==> src/rtl/mem_access_pkg.sv <==
// Shared encodings for the data-memory initiator: request op codes, memory
// MemWrite/MemRead codes, FSM states and small op-classification helpers.
package mem_access_pkg;

    localparam logic [3:0] OP_NOP = 4'd0;
    localparam logic [3:0] OP_LW  = 4'd1;
    localparam logic [3:0] OP_LH  = 4'd2;
    localparam logic [3:0] OP_LHU = 4'd3;
    localparam logic [3:0] OP_LB  = 4'd4;
    localparam logic [3:0] OP_LBU = 4'd5;
    localparam logic [3:0] OP_LUI = 4'd6;
    localparam logic [3:0] OP_SW  = 4'd7;
    localparam logic [3:0] OP_SH  = 4'd8;
    localparam logic [3:0] OP_SB  = 4'd9;

    localparam logic [1:0] MW_SW   = 2'b11;
    localparam logic [1:0] MW_SH   = 2'b10;
    localparam logic [1:0] MW_SB   = 2'b01;
    localparam logic [1:0] MW_NONE = 2'b00;

    localparam logic [2:0] MR_LW   = 3'b110;
    localparam logic [2:0] MR_LH   = 3'b010;
    localparam logic [2:0] MR_LB   = 3'b100;
    localparam logic [2:0] MR_LUI  = 3'b111;
    localparam logic [2:0] MR_NONE = 3'b000;

    typedef enum logic [1:0] {
        S_IDLE  = 2'd0,
        S_ISSUE = 2'd1,
        S_WAIT  = 2'd2,
        S_RESP  = 2'd3
    } state_t;

    function automatic logic op_is_legal(input logic [3:0] op);
        return (op <= OP_SB);
    endfunction

    function automatic logic op_is_load(input logic [3:0] op);
        return (op >= OP_LW) && (op <= OP_LUI);
    endfunction

    function automatic logic [1:0] mw_code(input logic [3:0] op);
        case (op)
            OP_SW:   return MW_SW;
            OP_SH:   return MW_SH;
            OP_SB:   return MW_SB;
            default: return MW_NONE;
        endcase
    endfunction

    // Unsigned variants share the signed read code; the memory always returns zero-extended data.
    function automatic logic [2:0] mr_code(input logic [3:0] op);
        case (op)
            OP_LW:         return MR_LW;
            OP_LH, OP_LHU: return MR_LH;
            OP_LB, OP_LBU: return MR_LB;
            OP_LUI:        return MR_LUI;
            default:       return MR_NONE;
        endcase
    endfunction

endpackage

==> src/rtl/mem_access_unit_load_extend.sv <==
// load_extend: maps a load op and the memory's zero-extended read word to the
// architectural load result. Buses are [0:31], bit 0 is the MSB.
module load_extend
    import mem_access_pkg::*;
(
    input  logic [3:0]  op,
    input  logic [0:31] mem_data,
    output logic [0:31] rdata
);

    // Select the extension rule for the latched load op.
    always_comb begin
        rdata = 32'h0000_0000;
        case (op)
            OP_LW:   rdata = mem_data;
            OP_LH:   rdata = {{16{mem_data[16]}}, mem_data[16:31]};
            OP_LHU:  rdata = {16'h0000, mem_data[16:31]};
            OP_LB:   rdata = {{24{mem_data[24]}}, mem_data[24:31]};
            OP_LBU:  rdata = {24'h00_0000, mem_data[24:31]};
            OP_LUI:  rdata = {mem_data[0:15], 16'h0000};
            default: rdata = 32'h0000_0000;
        endcase
    end

endmodule

==> src/rtl/mem_access_unit.sv <==
// mem_access_unit: single-outstanding load/store initiator for the data memory.
// Optional macro MISALIGN_CHECK_EN faults misaligned word/halfword accesses.
module mem_access_unit
    import mem_access_pkg::*;
#(
    parameter int MEM_LATENCY = 1,
    parameter int ADDR_W      = 32
) (
    input  logic              clk,
    input  logic              reset,
    input  logic              req_valid,
    output logic              req_ready,
    input  logic [3:0]        req_op,
    input  logic [ADDR_W-1:0] req_addr,
    input  logic [0:31]       req_wdata,
    output logic              resp_valid,
    output logic [0:31]       resp_rdata,
    output logic              resp_fault,
    output logic              busy,
    output logic [ADDR_W-1:0] mem_address,
    output logic [0:31]       mem_writedata,
    output logic [1:0]        mem_MemWrite,
    output logic [2:0]        mem_MemRead,
    input  logic [0:31]       mem_data
);

    state_t              state_q, state_d;
    logic [3:0]          cnt_q, cnt_d;
    logic [3:0]          op_q, op_d;
    logic                req_ready_q, req_ready_d;
    logic                resp_valid_q, resp_valid_d;
    logic [0:31]         resp_rdata_q, resp_rdata_d;
    logic                resp_fault_q, resp_fault_d;
    logic                busy_q, busy_d;
    logic [ADDR_W-1:0]   mem_address_q, mem_address_d;
    logic [0:31]         mem_writedata_q, mem_writedata_d;
    logic [1:0]          mw_q, mw_d;
    logic [2:0]          mr_q, mr_d;
    logic [0:31]         ext_s;
    logic                misaligned_s;

    load_extend u_load_extend (
        .op       (op_q),
        .mem_data (mem_data),
        .rdata    (ext_s)
    );

`ifdef MISALIGN_CHECK_EN
    // Alignment rule per access size, evaluated on the incoming request.
    always_comb begin
        misaligned_s = 1'b0;
        case (req_op)
            OP_SW, OP_LW, OP_LUI: misaligned_s = (req_addr[1:0] != 2'b00);
            OP_SH, OP_LH, OP_LHU: misaligned_s = req_addr[0];
            default:              misaligned_s = 1'b0;
        endcase
    end
`else
    assign misaligned_s = 1'b0;
`endif

    // Next-state and next-output computation for the access FSM.
    always_comb begin
        state_d         = state_q;
        cnt_d           = cnt_q;
        op_d            = op_q;
        req_ready_d     = req_ready_q;
        resp_valid_d    = 1'b0;
        resp_rdata_d    = 32'h0000_0000;
        resp_fault_d    = 1'b0;
        busy_d          = busy_q;
        mem_address_d   = mem_address_q;
        mem_writedata_d = mem_writedata_q;
        mw_d            = mw_q;
        mr_d            = mr_q;
        case (state_q)
            S_IDLE: begin
                req_ready_d = 1'b1;
                busy_d      = 1'b0;
                mw_d        = MW_NONE;
                mr_d        = MR_NONE;
                if (!req_valid || (req_op == OP_NOP)) begin
                    state_d = S_IDLE;
                end else if (!op_is_legal(req_op) || misaligned_s) begin
                    // Rejected requests answer straight away without touching memory.
                    state_d      = S_RESP;
                    resp_valid_d = 1'b1;
                    resp_fault_d = 1'b1;
                    req_ready_d  = 1'b0;
                    busy_d       = 1'b1;
                end else begin
                    state_d         = S_ISSUE;
                    op_d            = req_op;
                    mem_address_d   = req_addr;
                    mem_writedata_d = req_wdata;
                    mw_d            = mw_code(req_op);
                    mr_d            = mr_code(req_op);
                    req_ready_d     = 1'b0;
                    busy_d          = 1'b1;
                end
            end
            S_ISSUE: begin
                if (op_is_load(op_q)) begin
                    state_d = S_WAIT;
                    cnt_d   = 4'(MEM_LATENCY - 1);
                end else begin
                    state_d      = S_RESP;
                    resp_valid_d = 1'b1;
                    mw_d         = MW_NONE;
                    mr_d         = MR_NONE;
                end
            end
            S_WAIT: begin
                if (cnt_q == 4'd0) begin
                    state_d      = S_RESP;
                    resp_valid_d = 1'b1;
                    resp_rdata_d = ext_s;
                    mw_d         = MW_NONE;
                    mr_d         = MR_NONE;
                end else begin
                    cnt_d = cnt_q - 4'd1;
                end
            end
            S_RESP: begin
                state_d     = S_IDLE;
                req_ready_d = 1'b1;
                busy_d      = 1'b0;
            end
            default: begin
                state_d     = S_IDLE;
                req_ready_d = 1'b1;
                busy_d      = 1'b0;
                mw_d        = MW_NONE;
                mr_d        = MR_NONE;
            end
        endcase
    end

    // State and registered outputs; reset aborts any access in flight.
    always_ff @(posedge clk) begin
        if (reset) begin
            state_q         <= S_IDLE;
            cnt_q           <= 4'd0;
            op_q            <= OP_NOP;
            req_ready_q     <= 1'b1;
            resp_valid_q    <= 1'b0;
            resp_rdata_q    <= 32'h0000_0000;
            resp_fault_q    <= 1'b0;
            busy_q          <= 1'b0;
            mem_address_q   <= '0;
            mem_writedata_q <= 32'h0000_0000;
            mw_q            <= MW_NONE;
            mr_q            <= MR_NONE;
        end else begin
            state_q         <= state_d;
            cnt_q           <= cnt_d;
            op_q            <= op_d;
            req_ready_q     <= req_ready_d;
            resp_valid_q    <= resp_valid_d;
            resp_rdata_q    <= resp_rdata_d;
            resp_fault_q    <= resp_fault_d;
            busy_q          <= busy_d;
            mem_address_q   <= mem_address_d;
            mem_writedata_q <= mem_writedata_d;
            mw_q            <= mw_d;
            mr_q            <= mr_d;
        end
    end

    assign req_ready     = req_ready_q;
    assign resp_valid    = resp_valid_q;
    assign resp_rdata    = resp_rdata_q;
    assign resp_fault    = resp_fault_q;
    assign busy          = busy_q;
    assign mem_address   = mem_address_q;
    assign mem_writedata = mem_writedata_q;
    assign mem_MemWrite  = mw_q;
    assign mem_MemRead   = mr_q;

endmodule

==> config.mk <==
export PLATFORM = sky130hd
export DESIGN_NAME = mem_access_unit
export DESIGN_NICKNAME = d
export VERILOG_FILES = /design/src/rtl/mem_access_pkg.sv /design/src/rtl/mem_access_unit_load_extend.sv /design/src/rtl/mem_access_unit.sv
export SDC_FILE = /design/constraint.sdc
export NUM_CORES = 1
export LEC_CHECK = 0
export CAP_MARGIN = 20
export CORE_UTILIZATION = 41
export CTS_CLUSTER_DIAMETER = 50
export CTS_CLUSTER_SIZE = 28
export DETAILED_ROUTE_END_ITERATION = 12
export PLACE_DENSITY = 0.81
export SLEW_MARGIN = 20
export SYNTH_ARGS = -nofsm -noshare
export SYNTH_HDL_FRONTEND = slang
export SYNTH_SLANG_ARGS = --single-unit
==> constraint.sdc <==
create_clock -name clk -period 2.1 [get_ports clk]
set_input_delay 0.21 -clock clk [delete_from_list [all_inputs] [get_ports clk]]
set_output_delay 0.21 -clock clk [all_outputs]
set_load 0.05 [all_outputs]
==> out/results.txt, run 1 <==
initial drt markers = 144
register area share after synthesis = 53.10%
Reg-to-Reg Start = state_q[0]$_SDFFE_PP0P_
antenna viol nets, final = 0
largest net degree at the start of global routing = 60
Slew @ Worst Pin = 560.1 ps
area of the multi-input gates = 0.001818 mm^2
cell row count = 37
count leader, synth = nand2_1
Post-synth EDFFs = 0
Yosys top cell area share = 53.10%
max-cap violations = 0
Die Y = 104.8 um
crit-path max FO = 6
Syn Area/Cell = 8.386 um^2
max frequency = 523.0 MHz
Top Ports = 208
H-tree depth = 4
GRT Total Usage = 22.02%
kind of start point of the critical path = flip-flop
CTS max path bufs = 2
die area = 0.01099 mm^2
Clock Skews = 10.39 ps
Setup crit end = mem_MemRead[2]$_SDFFE_PP0P_
LEAKAGE = 2.545 nW
register area = 0.002302 mm^2
TritonRoute pass-1 iters = 4
GPL Wtd Cong = 0.7755
area leader, netlist = dfxtp_1
pwr dens = 889.2 mW/mm^2
status = completed
vias in the first global route = 4181
Num CTS Buffers = 17
max-slew violations = 0
DR vias/cell = 4.935
worst endpoint required time = 2510 ps
FF-to-FF End = mem_MemRead[2]$_SDFFE_PP0P_
R2R Setup Slk = 190 ps
PostCTS Resize Cnt = 0
Max VDD drop = 0.4985 mV
Clock transition at path regs = 50 ps
Post-CTS Hold Fix Bufs = 0
synth top area cells = dfxtp_1 (53%), nand2_1 (15%), a21oi_1 (11%), ha_1 (1.7%), buf_2 (1.5%)
number of distinct library cells after synthesis = 48
nets = 834
initial antenna violation count = 0
Setup Buffers After CTS = 0
first-pass GRT wire length = 19330 um
PortBufs = 207
# DRC = 0
Final Hold Vio Count = 0
Post-synth ARST share = 0%
Sink Count = 115
Fin Setup TNS = 0 ps
Critical Path Start = state_q[0]$_SDFFE_PP0P_
final hold slack = 151.9 ps
Worst-Skew Late Latency = 500 ps
top_reg_cell synth = dfxtp_1
post-synthesis register bit count = 115
wire length per cell = 13.48 um
filler cell count = 814
hpwl dp = 8389 um
DR vias = 4308
chip width = 104.8 um
Tcrit/Tclk final = 91.06%
TritonCTS clock tree = yes
share of cells above drive strength 1 = 7.870%
WS Path Type = reg2reg
clk root buf = clkbuf_8
Slew HR = 62.54%
fin crit period = 1912 ps
Initial Util = 42.18%
synthesized net count = 626
CP Capture Type = flip-flop
final wirelength = 11770 um
HP Class = in2reg
Post-Syn Instances = 517
Yosys warnings = 0
Core Region = 0.01028 mm^2
mapped cell area = 0.004335 mm^2
cells on worst reg2reg path = 6
unrepaired setup endpoints after global routing = false
Synth top cells by count = nand2_1 (174), dfxtp_1 (115), a21oi_1 (97), clkbuf_1 (16), buf_2 (13)
worst path arrival time = 2320 ps
ANT cells = 0
P&R area growth vs syn = 63.67%
Final setup viols = 0
total grt overflow = 0
cells in the final DEF, fill, tap and decap left out, drive strengths merged, types with 2 or more instances in the layout:
cell	synthesis	routed
a211o	3	3
a21oi	98	98
a311oi	2	2
a31oi	2	2
and2	8	8
and3	2	2
buf	19	18
clkbuf	16	23
clkdlybuf4s50	0	206
clkinv	0	3
clkinvlp	0	5
dfxtp	115	115
ha	6	6
inv	9	9
mux2i	4	4
nand2	174	174
nand2b	4	4
nand3	6	6
nand3b	3	3
nor2	9	9
nor2b	3	3
nor3	5	5
o21ai	5	5
or3	3	3
or3b	2	2
or4	2	2
per-stage QoR:
| step | instance area (um^2) | total power, W | util (%) | setup WS, ps | instances |
|---|---|---|---|---|---|
| 2_1_floorplan | 4335 | 0.003277 | - | 376.9 | 517 |
| 3_3_place_gp | 6556 | 0.003789 | 63.79 | 208.7 | 842 |
| 3_5_place_dp | 6556 | 0.003822 | 63.79 | 170.2 | 842 |
| 4_1_cts | 7096 | 0.006383 | 69.04 | 181.1 | 873 |
| 5_1_grt | 7096 | 0.006595 | 69.04 | 38.00 | 873 |
| 6_report | 7096 | 0.006309 | 69.04 | 187.8 | 873 |
power by group:
part	internal, W	switching (W)	total, W
Sequential	0.00231	0.0000807	0.00239
Combinational	0.000561	0.000827	0.00139
Clock	0.00159	0.000941	0.00253
Total	0.00446	0.00185	0.00631
logic make-up after synthesis:
group	after synthesis	synth area share (%)
AOI/OAI and AO/OA	119	15.15
adders and majority gates	6	1.732
buffers and inverters	44	5.137
DFF	115	53.10
muxes	5	1.270
and+or+nand+nor	228	23.61
cell type report:
cell class                 instances  share of cell area (%)
sequential                       115                   32.45
clock buffer                      23                   6.859
inverter                           9                  0.4761
clock inverter                     8                  0.7406
multi-input combinational        358                   25.62
tap                              136                   2.398
timing repair buffer             224                   31.46
critical path: stages, from the launching register on:
cell and delay, ps:
dfxtp_1 380, inv_1 100, ha_1 370, or3b_2 510, nor2_1 170, o21ai_0 130, mux2i_1 170
metal layers:
metal | vias up | wire length [um] | global-route usage, %
li1 | 2134 | - | -
met2 | 198 | 5703 | 36.66
met5 | - | 0 | 0
met1 | 1952 | 4654 | 24.68
met3 | 24 | 1091 | 7.798
met4 | 0 | 315 | 11.67
state kept, by name (all words and copies together), names as in the netlist:
name,flops
mem_address,32
req_ready,1
busy,1
cnt_q,4
mem_MemWrite,2
op_q,4
state_q,2
resp_valid,1
mem_writedata,32
resp_fault,1
resp_rdata,32
mem_MemRead,3
worst min path at each step:
stage                                    from                             end  slack [ps]  cells past startpoint
2_1_floorplan                    mem_data[24]       resp_rdata[24]$_SDFF_PP0_         330                      1
3_3_place_gp      mem_address[6]$_SDFFE_PP0P_     mem_address[6]$_SDFFE_PP0P_         440                      2
3_5_place_dp   mem_writedata[13]$_SDFFE_PP0P_  mem_writedata[13]$_SDFFE_PP0P_         450                      2
4_1_cts                                 reset           resp_fault$_SDFF_PP0_         120                      2
5_1_grt                                 reset           resp_fault$_SDFF_PP0_         160                      2
6_report                                reset           resp_fault$_SDFF_PP0_         150                      2
Note: power is estimated with default switching activity, not from simulation.
==> inputs of run 2 (changes only) <==
Settings changed: CELL_PAD_IN_SITES_DETAIL_PLACEMENT from default to 1, CELL_PAD_IN_SITES_GLOBAL_PLACEMENT from default to 1, CORE_UTILIZATION 41 to 29, PLACE_DENSITY 0.81 to default, PLACE_DENSITY_LB_ADDON from default to 0.1.
==> run 2 against run 1 <==
- sequential share of layout area decreased by 0.69 points
- non-clock buffer count decreased by 1
- worst setup slack got worse by 18 ps
- core utilization decreased by 19 points
- critical path type unchanged
==> out/results.txt, run 2 (same netlist as run 1, synthesis figures left out) <==
Slew HR = 54.50% (-8.0 points)
largest net degree at the start of global routing = 62 (+3.3%)
Net Sw Power = 0.001932 W (+4.5%)
Tcrit/Tclk final = 91.93% (+0.87 points)
Max VDD drop = 0.5799 mV (+16%)
Tot Pwr = 0.006988 W (+11%)
first-pass GRT wire length = 22870 um (+18%)
CP Capture Type = flip-flop
most frequent cells in the layout = clkdlybuf4s50_1 (206), nand2_1 (174), dfxtp_1 (115)
vias in the first global route = 4531 (+8.4%)
fin crit period = 1931 ps (+18.36 ps)
initial drt markers = 155 (+7.6%)
clk root buf = clkbuf_16
status = completed
pwr dens = 963.8 mW/mm^2 (+8.4%)
Logic pwr share = 20.2% (-1.8 points)
final worst slack = 169.5 ps (-18.36 ps)
Setup Buffers After CTS = 0 (unchanged)
Top Ports = 208 (unchanged)
GPL Wtd Cong = 0.7880 (+1.6%)
ANT cells = 0 (unchanged)
Num CTS Buffers = 17 (unchanged)
TritonRoute pass-1 iters = 4 (unchanged)
Worst Hold End = resp_fault$_SDFF_PP0_
die area = 0.01544 mm^2 (+41%)
DR vias/cell = 4.732 (-4.1%)
initial antenna violation count = 0 (unchanged)
cells on worst reg2reg path = 6 (unchanged)
unrepaired setup endpoints after global routing = false
Clock Power Share = 45.7% (+5.6 points)
hold path depth = 2 (unchanged)
R2R Setup Slk = 170 ps (-20 ps)
hpwl dp = 9677 um (+15%)
worst endpoint required time = 2440 ps (-70 ps)
Final Hold Vio Count = 0 (unchanged)
Inst Count DP = 889 (+5.6%)
P&R area growth vs syn = 67.24%
chip width = 124.3 um (+19%)
post-route non-filler standard cell count = 921 (+5.5%)
most common cell after layout, fill and taps aside = clkdlybuf4s50_1
PortBufs = 207 (unchanged)
Clock transition at path regs = 50 ps (about the same)
worst path arrival time = 2270 ps (-50 ps)
crit-path max FO = 6 (unchanged)
Sink Count = 115 (unchanged)
Core Region = 0.01453 mm^2 (+41%)
Switching Fraction = 27.64% (-1.7 points)
nets = 833 (-0.12%)
Initial Util = 29.83% (-12 points)
antenna viol nets, final = 0 (unchanged)
Post-CTS Hold Fix Bufs = 0 (unchanged)
LEAKAGE = 2.600 nW (+2.2%)
max-cap violations = 0 (unchanged)
GRT Total Usage = 18.61% (-3.4 points)
Final setup viols = 0 (unchanged)
HP Class = in2reg
HP Start = reset
WS Path Type = reg2reg
FF-to-FF End = cnt_q[2]$_SDFFE_PP0P_
DP Worst Slack = 92.03 ps (-78.20 ps)
Fin Setup TNS = 0 ps (unchanged)
H-tree depth = 4 (unchanged)
wire length per cell = 15.03 um (+12%)
# DRC = 0 (unchanged)
max-slew violations = 0 (unchanged)
Reg power frac = 34.1% (-3.8 points)
TritonCTS clock tree = yes
cell row count = 44 (+19%)
Clock Skews = 5.392 ps (-5.001 ps)
kind of start point of the critical path = flip-flop
share of cells above drive strength 1 = 7.870% (unchanged)
final wirelength = 13850 um (+18%)
Int Pwr = 0.005056 W (+13%)
Reg-to-Reg Start = state_q[0]$_SDFFE_PP0P_
Slew @ Worst Pin = 682.5 ps (+122.4 ps)
Die Y = 124.3 um (+19%)
DR vias = 4358 (+1.2%)
max frequency = 518.0 MHz (-0.95%)
Worst-Skew Late Latency = 420 ps (-80 ps)
total grt overflow = 0 (unchanged)
CTS max path bufs = 2 (unchanged)
filler cell count = 1679 (+110%)
-- run 2: changes by cell type in the layout (fill, tap and decap cells not counted), sizes merged --
| cell | change |
|---|---|
| buf | -1 |
| bufinv | +5 |
| clkbuf | -1 |
| clkinv | +1 |
| clkinvlp | -4 |
-- run 2: worst max-delay path by stage --
stage	start	end	slack, ps	cells after the start
after floorplan	state_q[0]$_SDFFE_PP0P_	mem_MemWrite[1]$_SDFFE_PP0P_	380	7
after global placement	req_op[1]	mem_writedata[18]$_SDFFE_PP0P_	150	6
after detailed placement	req_op[1]	mem_writedata[6]$_SDFFE_PP0P_	90	6
after CTS	state_q[0]$_SDFFE_PP0P_	mem_MemRead[2]$_SDFFE_PP0P_	150	6
after global routing	state_q[0]$_SDFFE_PP0P_	cnt_q[2]$_SDFFE_PP0P_	3	6
final	state_q[0]$_SDFFE_PP0P_	cnt_q[2]$_SDFFE_PP0P_	170	6
-- run 2: area by class of cell --
cell class                 count  area [um^2]  area share, %
timing repair buffer         223         2212          30.51
multi-input combinational    358         1821          25.11
clock inverter                10        177.7          2.450
inverter                       9        33.78         0.4659
sequential                   115         2302          31.75
clock buffer                  22        474.2          6.540
tap                          184        230.2          3.175
-- run 2: metal layers --
metal / routed length (um) / vias up / GRT usage [%]
li1: - / 2132 / -
met2: 6377 / 152 / 29.44
met1: 5869 / 2054 / 21.28
met4: 323 / 0 / 8.434
met3: 1277 / 20 / 8.634
met5: 0 / - / 0
-- run 2: what timing repair did --
item / CTS / global route
gates resized for setup: 0 / 1
hold endpoints to repair: 0 / 0
setup endpoints to repair: 0 / 2
-- run 2: critical path, stage by stage, from the launching register on --
cell	delay, ps
dfxtp_1	380
inv_1	100
ha_1	420
a21boi_1	240
nand3_1	160
or4_1	420
a21oi_1	140
-- run 2: per-stage QoR --
stage          hold slack [ps]  area, um^2  util, %
6_report                 235.0        7251    49.89
5_1_grt                  244.8        7251    49.89
4_1_cts                  217.7        7248    49.87
3_5_place_dp             446.6        6596    45.39
3_3_place_gp             440.8        6596    45.39
2_1_floorplan            331.7        4335        -
-- run 2: power groups by stage --
stage	registers [W]	clock network (W)	logic (W)
4_1_cts	0.00239	0.00327	0.00142
5_1_grt	0.00240	0.00339	0.00152
6_report	0.00238	0.00319	0.00141
2_1_floorplan	0.00279	0	0.000482
3_3_place_gp	0.00242	0	0.00139
3_5_place_dp	0.00243	0	0.00141
